**src/rtl/store_drain_ctrl_pkg.sv**
```systemverilog
// store_drain_ctrl_pkg
//   Shared types for the store drain path: retire/completion packets from the
//   store queue, memory access size, and the drain FSM state encoding.
//   Widths (XLEN, N_WAY, N_SQ) are core-wide configuration.
package store_drain_ctrl_pkg;

    localparam int XLEN     = 32;
    localparam int N_WAY    = 3;
    localparam int N_SQ     = 8;
    localparam int SQ_IDX_W = $clog2(N_SQ);

    typedef enum logic [1:0] {
        BYTE   = 2'h0,
        HALF   = 2'h1,
        WORD   = 2'h2,
        DOUBLE = 2'h3
    } MEM_SIZE;

    typedef struct packed {
        logic                valid;
        logic [XLEN-1:0]     address;
        logic [XLEN-1:0]     data;
        MEM_SIZE             size;
        logic [SQ_IDX_W-1:0] store_pos;
    } STORE_PACKET_RET;

    typedef struct packed {
        logic                valid;
        logic [SQ_IDX_W-1:0] store_pos;
    } STORE_PACKET_EX_STAGE;

    typedef enum logic [1:0] {
        IDLE = 2'h0,
        REQ  = 2'h1,
        WAIT = 2'h2,
        DONE = 2'h3
    } DRAIN_STATE;

endpackage

```
**src/rtl/store_drain_ctrl_drain_fifo.sv**
```systemverilog
// drain_fifo
//   In-order circular buffer of retired stores. Accepts up to N_WAY pushes per
//   cycle (valid lanes compacted in lane order) and one pop per cycle.
// Ports:
//   clock, reset  : clock, synchronous active-high reset
//   push_pkt      : retiring stores, lane 0 oldest
//   pop           : remove head entry this edge (caller guarantees non-empty)
//   occupancy     : entries currently held (0..DEPTH)
//   empty         : pointers equal
//   head          : oldest entry
//   drop          : at least one valid lane did not fit this cycle
module drain_fifo
    import store_drain_ctrl_pkg::*;
#(
    parameter int DEPTH = N_SQ
) (
    input  logic                              clock,
    input  logic                              reset,
    input  STORE_PACKET_RET [N_WAY-1:0]       push_pkt,
    input  logic                              pop,
    output logic [$clog2(DEPTH):0]            occupancy,
    output logic                              empty,
    output STORE_PACKET_RET                   head,
    output logic                              drop
);

    localparam int AW = $clog2(DEPTH);
    localparam int PW = AW + 1;

    STORE_PACKET_RET mem [DEPTH];

    // Extra MSB distinguishes full from empty when the low bits match.
    logic [PW-1:0]              wptr, rptr;
    logic [PW-1:0]              space, cnt, n_acc;
    logic [N_WAY-1:0]           acc;
    logic [N_WAY-1:0][AW-1:0]   waddr;

    assign occupancy = wptr - rptr;
    assign empty     = (wptr == rptr);
    assign head      = mem[rptr[AW-1:0]];

    // A pop on the same edge frees a slot for this cycle's pushes.
    // Lanes past the available space are dropped, highest lanes first.
    always_comb begin
        space = PW'(DEPTH) - occupancy + PW'(pop);
        cnt   = '0;
        n_acc = '0;
        drop  = 1'b0;
        acc   = '0;
        waddr = '0;
        for (int i = 0; i < N_WAY; i++) begin
            waddr[i] = AW'(wptr + cnt);
            if (push_pkt[i].valid) begin
                if (cnt < space) begin
                    acc[i] = 1'b1;
                    n_acc  = n_acc + PW'(1);
                end else begin
                    drop = 1'b1;
                end
                cnt = cnt + PW'(1);
            end
        end
    end

    always_ff @(posedge clock) begin
        if (reset) begin
            wptr <= '0;
            rptr <= '0;
        end else begin
            wptr <= wptr + n_acc;
            if (pop) rptr <= rptr + PW'(1);
        end
    end

    // Storage needs no reset; only the pointers define what is live.
    always_ff @(posedge clock) begin
        for (int i = 0; i < N_WAY; i++)
            if (acc[i] && !reset) mem[waddr[i]] <= push_pkt[i];
    end

endmodule

```
**src/rtl/store_drain_ctrl.sv**
```systemverilog
// store_drain_ctrl
//   Drains committed stores, in order, into the single dcache write port and
//   reports each completion back to the store queue.
// Ports:
//   clock, reset    : clock, synchronous active-high reset
//   ret_packet_in   : up to N_WAY retiring stores per cycle, lane 0 oldest
//   drain_free      : free FIFO slots (registered state)
//   dc_wr_*         : write request (valid/addr/data/size), ready, done
//   store_done_out  : one-cycle completion with store_pos
//   drain_busy      : FIFO non-empty or a request in flight
//   overflow_err    : sticky, set when retirements exceeded free slots
module store_drain_ctrl
    import store_drain_ctrl_pkg::*;
#(
    parameter int DEPTH = N_SQ
) (
    input  logic                          clock,
    input  logic                          reset,
    input  STORE_PACKET_RET [N_WAY-1:0]   ret_packet_in,
    output logic [$clog2(DEPTH):0]        drain_free,
    output logic                          dc_wr_valid,
    output logic [XLEN-1:0]               dc_wr_addr,
    output logic [XLEN-1:0]               dc_wr_data,
    output MEM_SIZE                       dc_wr_size,
    input  logic                          dc_wr_ready,
    input  logic                          dc_wr_done,
    output STORE_PACKET_EX_STAGE          store_done_out,
    output logic                          drain_busy,
    output logic                          overflow_err
);

    localparam int PW = $clog2(DEPTH) + 1;

    DRAIN_STATE          state, state_nxt;
    logic [PW-1:0]       occupancy;
    logic                fifo_empty, pop, drop;
    STORE_PACKET_RET     head;
    logic [XLEN-1:0]     req_addr, req_data;
    MEM_SIZE             req_size;
    logic [SQ_IDX_W-1:0] req_pos;

    // Only valid entries are ever stored, so the head's valid bit carries no info.
    logic unused_head_valid;
    assign unused_head_valid = head.valid;

    drain_fifo #(.DEPTH(DEPTH)) u_fifo (
        .clock     (clock),
        .reset     (reset),
        .push_pkt  (ret_packet_in),
        .pop       (pop),
        .occupancy (occupancy),
        .empty     (fifo_empty),
        .head      (head),
        .drop      (drop)
    );

    // Pop coincides with latching the head into the request registers.
    always_comb begin
        state_nxt = state;
        pop       = 1'b0;
        case (state)
            IDLE: if (!fifo_empty) begin
                state_nxt = REQ;
                pop       = 1'b1;
            end
            REQ:  if (dc_wr_ready) state_nxt = dc_wr_done ? DONE : WAIT;
            WAIT: if (dc_wr_done)  state_nxt = DONE;
            DONE: if (!fifo_empty) begin
                state_nxt = REQ;
                pop       = 1'b1;
            end else begin
                state_nxt = IDLE;
            end
            default: state_nxt = IDLE;
        endcase
    end

    always_ff @(posedge clock) begin
        if (reset) begin
            state        <= IDLE;
            req_addr     <= '0;
            req_data     <= '0;
            req_size     <= BYTE;
            req_pos      <= '0;
            overflow_err <= 1'b0;
        end else begin
            state <= state_nxt;
            if (pop) begin
                req_addr <= head.address;
                req_data <= head.data;
                req_size <= head.size;
                req_pos  <= head.store_pos;
            end
            if (drop) overflow_err <= 1'b1;
        end
    end

    assign dc_wr_valid              = (state == REQ);
    assign dc_wr_addr               = req_addr;
    assign dc_wr_data               = req_data;
    assign dc_wr_size               = req_size;
    assign store_done_out.valid     = (state == DONE);
    assign store_done_out.store_pos = (state == DONE) ? req_pos : '0;
    assign drain_free               = PW'(DEPTH) - occupancy;
    assign drain_busy               = !fifo_empty || (state != IDLE);

endmodule

```
**config.mk**
```make
export PLATFORM = sky130hd
export DESIGN_NAME = store_drain_ctrl
export DESIGN_NICKNAME = d
export VERILOG_FILES = /design/src/rtl/store_drain_ctrl_pkg.sv /design/src/rtl/store_drain_ctrl_drain_fifo.sv /design/src/rtl/store_drain_ctrl.sv
export SDC_FILE = /design/constraint.sdc
export NUM_CORES = 1
export LEC_CHECK = 0
export ABC_AREA = 0
export CAP_MARGIN = 0
export CORE_UTILIZATION = 30
export CTS_BUF_LIST = sky130_fd_sc_hd__clkbuf_4 sky130_fd_sc_hd__clkbuf_8
export CTS_CLUSTER_SIZE = 30
export DETAILED_ROUTE_END_ITERATION = 8
export MAX_ROUTING_LAYER = met4
export PLACE_DENSITY = 0.53
export REMOVE_ABC_BUFFERS = 1
export SLEW_MARGIN = 10
export SYNTH_ARGS = -nofsm -noshare
export SYNTH_HDL_FRONTEND = slang
export SYNTH_SLANG_ARGS = --single-unit
export TNS_END_PERCENT = 100
```
**constraint.sdc**
```tcl
create_clock -name clock -period 13.7 [get_ports clock]
set_clock_uncertainty 0.05 [all_clocks]
set_input_delay 2.74 -clock clock [delete_from_list [all_inputs] [get_ports clock]]
set_output_delay 2.74 -clock clock [all_outputs]
set_load 0.1 [all_outputs]
```
* Word level (Yosys, flattened, before mapping) *
Memory sizes are Yosys's and may differ from the RTL's. A register that Yosys moved wholly into a read port is not among the register bits.
Index checks and enable logic that the tools add are counted.

storage, ports and cells
  flip-flop bits (word level) = 11
  output and inout port bits = 77
  RAM bits = 560
  memories kept = 1
  input port bits = 214
  logic and storage cells = 70

memory list
  name        words  width  rd ports  clocked after Yosys merged registers in  write ports  line                               source
  u_fifo.mem  8      70     1         1                                        3            store_drain_ctrl_drain_fifo.sv:30  STORE_PACKET_RET mem [DEPTH];

cells by class
  order comparisons = 3
  multiplexer cells = 35
  add/subtract/negate cells = 10
  reduce and logical (&&, ||, !) cells = 10
  eq/ne operators = 7

operator list
  cell                                                        number
  two-way mux 1 bit                                           24
  two-way mux 4 bit                                           5
  adder 4 x 1 -> 4 bit (second input constant)                3
  two-way mux 2 bit                                           4
  case mux 2 bit (4 select lines)                             1
  adder 4 x 1 -> 4 bit                                        1
  adder 4 bit                                                 1
  == test 2 bit (second input constant)                       2
  == test 4 bit                                               1
  less-than comparator 1 x 4 -> 1 bit                         1
  less-than comparator 1 x 4 -> 1 bit (first input constant)  1
  less-than comparator 2 x 4 -> 1 bit                         1
  != test 2 bit (second input constant)                       2
  subtractor 4 bit                                            1
  subtractor 4 bit (first input constant)                     1
  adder 3 x 1 -> 3 bit                                        1
  adder 3 bit                                                 1
  logical AND 1 bit                                           3
  two-way mux 3 bit                                           1
  AND reduction 3 bit                                         1
  adder 1 x 1 -> 2 bit (second input constant)                1
  == test 2 x 1 -> 1 bit (second input constant)              1
  zero test 1 bit                                             2
  zero test 2 bit                                             1
  4 further kinds                                             4

* Longest topological paths before layout *
Gate-level depths: netlist of the first run.

  depth in word-level cells = 14
  depth in mapped cells = 22
  depth with buffers taken out = 19

* Modules after synthesis *
Synthesis of the first run repeated with hierarchy kept, for this count alone.

second synthesis, totals
  cells, all modules = 4356
  area total of the unflattened synthesis = 40010.9 um^2

modules (own cells, without submodules)
  module            sequential area each (um^2)  instances  area an instance (um^2)  cells an instance
  drain_fifo        17036.3                      1          37264.5                  4023
  store_drain_ctrl  1441.4                       1          2746.4                   333

* Least setup slack after synthesis of the first run *
Ideal clock, no wire load.

  kind = reg-to-reg
  start point = reg u_fifo.rptr[0]
  end point = mem u_fifo.mem[1][0] in the netlist's numbering (enable)
  cell stages (with the launch flop) = 14
  required time = 13049 ps
  arrival time = 8514 ps
  path slack = 4535 ps
  path buffers = 3
  library setup time = 601 ps
  period minus slack after synthesis = 9165 ps
  path through = dfxtp_1 -> clkbuf_1 -> buf_2 -> buf_1 -> inv_1 -> ha_1 -> inv_1 -> ha_1 -> nor4b_1 -> xnor3_1 -> nor3_2 -> a21boi_0 -> nand3b_1 -> o311ai_1

RTL lines
  element                 line                               source
  start, declared         store_drain_ctrl_drain_fifo.sv:33  logic [PW-1:0] wptr, rptr;
  start signal, assigned  store_drain_ctrl_drain_fifo.sv:71  if (pop) rptr <= rptr + PW'(1);
  end, declared           store_drain_ctrl_drain_fifo.sv:30

* Worst setup path after layout of the first run *
  start point = reg u_fifo.wptr[1]
  end point = out drain_free[3]

between the ends
  word-level cells in the longest chain between the ends = 2

ends and longest elaborated chain
  element                 line                               source
  start, declared         store_drain_ctrl_drain_fifo.sv:33
  start signal, assigned  store_drain_ctrl_drain_fifo.sv:70  wptr <= wptr + n_acc;
  subtractor 4 bit        store_drain_ctrl_drain_fifo.sv:38  assign occupancy = wptr - rptr;
  subtractor 4 bit        store_drain_ctrl.sv:104            assign drain_free = PW'(DEPTH) - occupancy;
  end, declared           store_drain_ctrl.sv:20             output logic [$clog2(DEPTH):0] drain_free,

No other way between the ends.

==> results.ini, run 1 <==
[run_status]
status=complete, no violations

[clock_network]
cts_tree=built
cts_setup_buffers=0
clock_latency_ns=0.79
cts.sinks=632
cts_htree_levels=3
cts_buffers=119
clock_path_buffers=3
cts_root_buffer=clkbuf_8
path_clk_slew_ns=0.06
hold_buffers=0
cts_resized=0

[synth]
netlist.area_leader.share_pct=45.17
ys_warn_count=0
synth_area_leaders=edfxtp_1 (45%), mux2i_1 (17%), mux4_2 (8.5%)
synth_common_cells=nor2_1 (637), mux2i_1 (624), a21oi_1 (555)
synthesis.area_mm2=0.03670
synth-seq-cells=632
synthArstFlopShare_pct=0
synth_enable_flop_cells=552
ys_seq_area_share_pct=49.53
avgSynthCellArea_um2=11.30
ys_types=47
synth_most_common_cell=nor2_1
synth_ff_type=edfxtp_1
yosys.area.top_type=edfxtp_1
syn_inst=3247

[run]
drv_cap=0

[setup_path]
startpoint_type=register
crit_arrival_ns=4.29
cp.required_ns=10.91
critical-path-max-stage-delay_ns=1.20
crit_slowest_cell=clkdlybuf4s50_1
crit_chain=inv_1 -> ha_1 -> ha_1 -> inv_1 -> fa_1 -> xnor2_1 -> xnor2_1 -> clkdlybuf4s50_1
crit_path_end_kind=output pin
crit_path_max_fanout=8
path_class=register to output pin

[timing]
finalMaxSlewViolations=0
setup_viol=0
tightestPinTransition_ns=1.171
relSlewSlack_pct=21.96
hold_violations=0
final.period_utilization_pct=51.65
rsz0062_at_grt=no
period_minus_slack_ns=7.075
hold_slack_ns=0.4379
fmax_ghz=0.1413

[grt]
grt_pass1_wl_um=178100
track_usage_pct=20.16
grt_pass1_vias=25240
grt_start_max_net_pins=140
overflow=0
antenna_found_initial=22

[power]
power_mw=8.467
power_density_mw_per_mm2=199.0
p_leak_nw=13.21
ir_drop_v=0.0001927

[finish]
nNetsFinal=3491
fillers=11810
drive_above_1_share_pct=12.82
fin_cells=4986
areaGrowthSynthToFinish_pct=15.91
design_area_mm2=0.04254
utilization_pct=35.27

[floorplan]
dieArea_mm2=0.1237
die_width_um=351.8
core_area_mm2=0.1206
ioPinCount=291
initial_utilization_pct=30.43
rows=127
fp.dieH_um=351.8

[detailed_routing]
avgRoutedWirePerCell_um=24.43
route.detailed.drc=0
antenna_left=0
drt-total-wl_um=121800
dr.pass1.iters=5
vias_per_cell=5.035
top_layer=met4
via_count=25110
dr_wl_met3_um=6681
route.met2.wl_um=60760
wl_met1_um=51770
drtIter0Drc=1997

[placed_design]
dp_hpwl_um=73100
dpl_cell_area_mm2=0.04000
place_inst=4744
io_buffers=290
gp_congestion=0.7845

[min_path]
hold_class=register to register

metal layers:
layer / up-vias / GRT usage [%]
met5: - / -
li1: 11900 / -
met1: 12220 / 25.06
met3: 174 / 3.312
met4: 0 / 5.138
met2: 816 / 33.97
stage by stage:
step / setup TNS, ns / worst slack [ns]
CTS: 0 / 6.432
global route: 0 / 6.321
floorplan: -3588.83 / -4.441
global placement: 0 / 6.051
finish: 0 / 6.625
detailed placement: 0 / 6.027
power breakdown:
part           total [mW]  switching [mW]  internal (mW)
Combinational        3.64            2.47           1.17
Sequential           2.88           0.163           2.72
Clock                1.95           0.877           1.07
Total                8.47            3.51           4.96
layout make-up:
cell class | instances | area, µm² | area share (%)
Sequential cell | 632 | 18190 | 42.76
Tap cell | 1612 | 2017 | 4.741
Timing Repair Buffer | 343 | 3336 | 7.842
Multi-Input combinational cell | 2137 | 16390 | 38.53
Antenna cell | 20 | 50.05 | 0.1177
Inverter | 20 | 75.07 | 0.1765
Clock buffer | 182 | 2230 | 5.241
Clock inverter | 40 | 254.0 | 0.5971
sequential cells by signal, indices dropped and copies added, names as in the netlist:
name          count
dc_wr_addr       32
dc_wr_data       32
dc_wr_size        2
overflow_err      1
req_pos           3
state             2
u_fifo.mem      552
u_fifo.rptr       4
u_fifo.wptr       4
critical path, delay by kind of cell, from the launching register on:
kind	cells	cell delay [ns]
buffers and inverters	3	1.45
adders and majority gates	3	0.95
DFF	1	0.62
xor gates and xnor gates	2	0.48
final timing paths:
kind,startpoint,end,slack (ns),cells past startpoint
setup / recovery,u_fifo.wptr[1],drain_free[3],6.62,8
setup reg to reg,u_fifo.wptr[1],u_fifo.mem[7][0],7.63,13
hold reg to reg,overflow_err,overflow_err,0.44,1
hold / removal,overflow_err,overflow_err,0.44,1
kinds of logic after synthesis:
kind of cell | synth area share (%)
xor gates and xnor gates | 0.4159
adders and majority gates | 0.8796
muxes | 25.55
buffers and inverters | 6.426
DFF | 49.53
and+or+nand+nor | 7.112
AOI/OAI and AO/OA | 10.09
cells in the final DEF, fill, tap and decap left out, drive strengths merged, types with 6 or more instances in the layout:
cell type and n:
nor2 637, mux2i 624, a21oi 555, edfxtp 552, clkdlybuf4s50 289, clkbuf 182, mux4 138, dfxtp 80
a211oi 79, buf 54, clkinv 32, inv 24, ha 21, diode 20, nand2 12, o311ai 10
nor2b 8, xnor2 8, xor2 6, o21ai 6
Power figures use the tool's default switching activity.
==> run 2: changes to the inputs <==
clock period = 7.3 ns   (was 13.7 ns; I/O delays follow)
==> results.ini, run 2 (synthesis gave the netlist of run 1 again) <==
[run_status]
status=complete, no violations

[floorplan]
dieArea_mm2=0.1237
core_area_mm2=0.1206
initial_utilization_pct=30.43
rows=127
die_width_um=351.8
ioPinCount=291
fp.dieH_um=351.8

[timing]
rsz0062_at_grt=no
fmax_ghz=0.1694
tightestPinTransition_ns=1.143
hold_violations=0
final.period_utilization_pct=80.87
relSlewSlack_pct=23.49
period_minus_slack_ns=5.904
setup_viol=0
finalMaxSlewViolations=0
setup-tns-final_ns=0

[clock_network]
cts_htree_levels=3
cts_setup_buffers=0
path_clk_slew_ns=0.07
cts_tree=built
cts_resized=0
cts.sinks=632
clock_latency_ns=0.79
cts_buffers=118
cts_root_buffer=clkbuf_8
hold_buffers=0
clock_path_buffers=3

[grt]
grt_start_max_net_pins=139
grt_pass1_vias=25140
grt_pass1_wl_um=182100
overflow=0
antenna_found_initial=25
track_usage_pct=20.88

[finish]
layout_common_cells=nor2_1 (637), mux2i_1 (624), a21oi_1 (554)
mostFrequentLayoutCell=nor2_1
areaGrowthSynthToFinish_pct=16.23
largest_reg_flops=552
drive_above_1_share_pct=12.37
design_area_mm2=0.04266
nNetsFinal=3482

[detailed_routing]
route.detailed.drc=0
avgRoutedWirePerCell_um=25.54
dr.pass1.iters=6
drtIter0Drc=2387
antenna_left=0
vias_per_cell=5.172
drt-total-wl_um=127300
via_count=25780

[power]
ir_drop_v=0.0003191
p_leak_nw=13.21
power_density_mw_per_mm2=373.8

[setup_path]
crit_path_end_kind=output pin
startpoint_type=register
crit_arrival_ns=4.39
critical-path-max-stage-delay_ns=1.19
crit_chain=inv_1 -> ha_1 -> inv_1 -> ha_1 -> inv_1 -> fa_1 -> xnor2_1 -> xnor2_1 -> clkdlybuf4s50_1
path_class=register to output pin
cp.required_ns=5.79
crit_path_max_fanout=24
cp_common_cell=inv_1
crit_slowest_cell=clkdlybuf4s50_1

[placed_design]
io_buffers=290
gp_congestion=0.7826
dpl_cell_area_mm2=0.04016
dp_hpwl_um=65330

[run]
drv_cap=0

[min_path]
hold_class=register to register

[run 2: cell count changes in the layout (fill, tap and decap cells not counted), sizes merged]
| cell | previous run | this run |
|---|---|---|
| buf | 54 | 46 |
| clkbuf | 182 | 172 |
| clkinv | 32 | 45 |
| diode | 20 | 25 |
| inv | 24 | 22 |
[run 2: cell type report]
| cell class | instances | area [µm²] |
|---|---|---|
| fill | 11750 | 77950 |
| tap | 1612 | 2017 |
| antenna | 25 | 62.56 |
| multi-input combinational | 2137 | 16390 |
| clock buffer | 172 | 2155 |
| inverter | 20 | 75.07 |
| sequential | 632 | 18190 |
| timing repair buffer | 335 | 3488 |
| clock inverter | 51 | 282.8 |
[run 2: metrics by stage]
stage | total power, mW | hold WS [ns] | setup WS, ns | util (%) | cells
2_1_floorplan | 10.70 | 0.4186 | -10.84 | - | 2789
3_3_place_gp | 12.42 | 0.4280 | 1.424 | 33.30 | 4736
3_5_place_dp | 12.48 | 0.4349 | 1.386 | 33.30 | 4736
4_1_cts | 16.15 | 0.4486 | 1.165 | 35.32 | 4959
5_1_grt | 16.74 | 0.4696 | 1.064 | 35.37 | 4984
6_report | 15.94 | 0.4448 | 1.396 | 35.37 | 4984
[run 2: routing by layer]
layer	wire length (µm)	global-route usage (%)	part of all wire, %
met1	55820	27.40	44
met2	60090	33.00	47
met3	8578	3.861	6.7
met4	2793	5.563	2.2
met5	0	-	0
[run 2: power breakdown]
part           switching (mW)  leakage, nW  internal (mW)  total (mW)
clock network            1.66         1.30           1.96        3.62
registers               0.334         5.69           5.09        5.43
logic                    4.69         6.22           2.22        6.90
[run 2: worst paths after layout]
| path | endpoint | slack [ns] | depth (start not counted) | startpoint |
|---|---|---|---|---|
| setup reg to reg | u_fifo.mem[2][43] | 1.41 | 14 | u_fifo.rptr[0] |
| hold / removal | overflow_err | 0.44 | 1 | overflow_err |
| hold reg to reg | overflow_err | 0.44 | 1 | overflow_err |
| setup / recovery | drain_free[3] | 1.40 | 9 | u_fifo.rptr[0] |
[run 2: critical path, delay by kind of cell, from the launching register on]
kind                     cells  cell delay (ns)
buffers and inverters        4             1.57
adder cells (fa/ha/maj)      3             0.82
flip-flops                   1             0.72
XOR/XNOR                     2             0.48
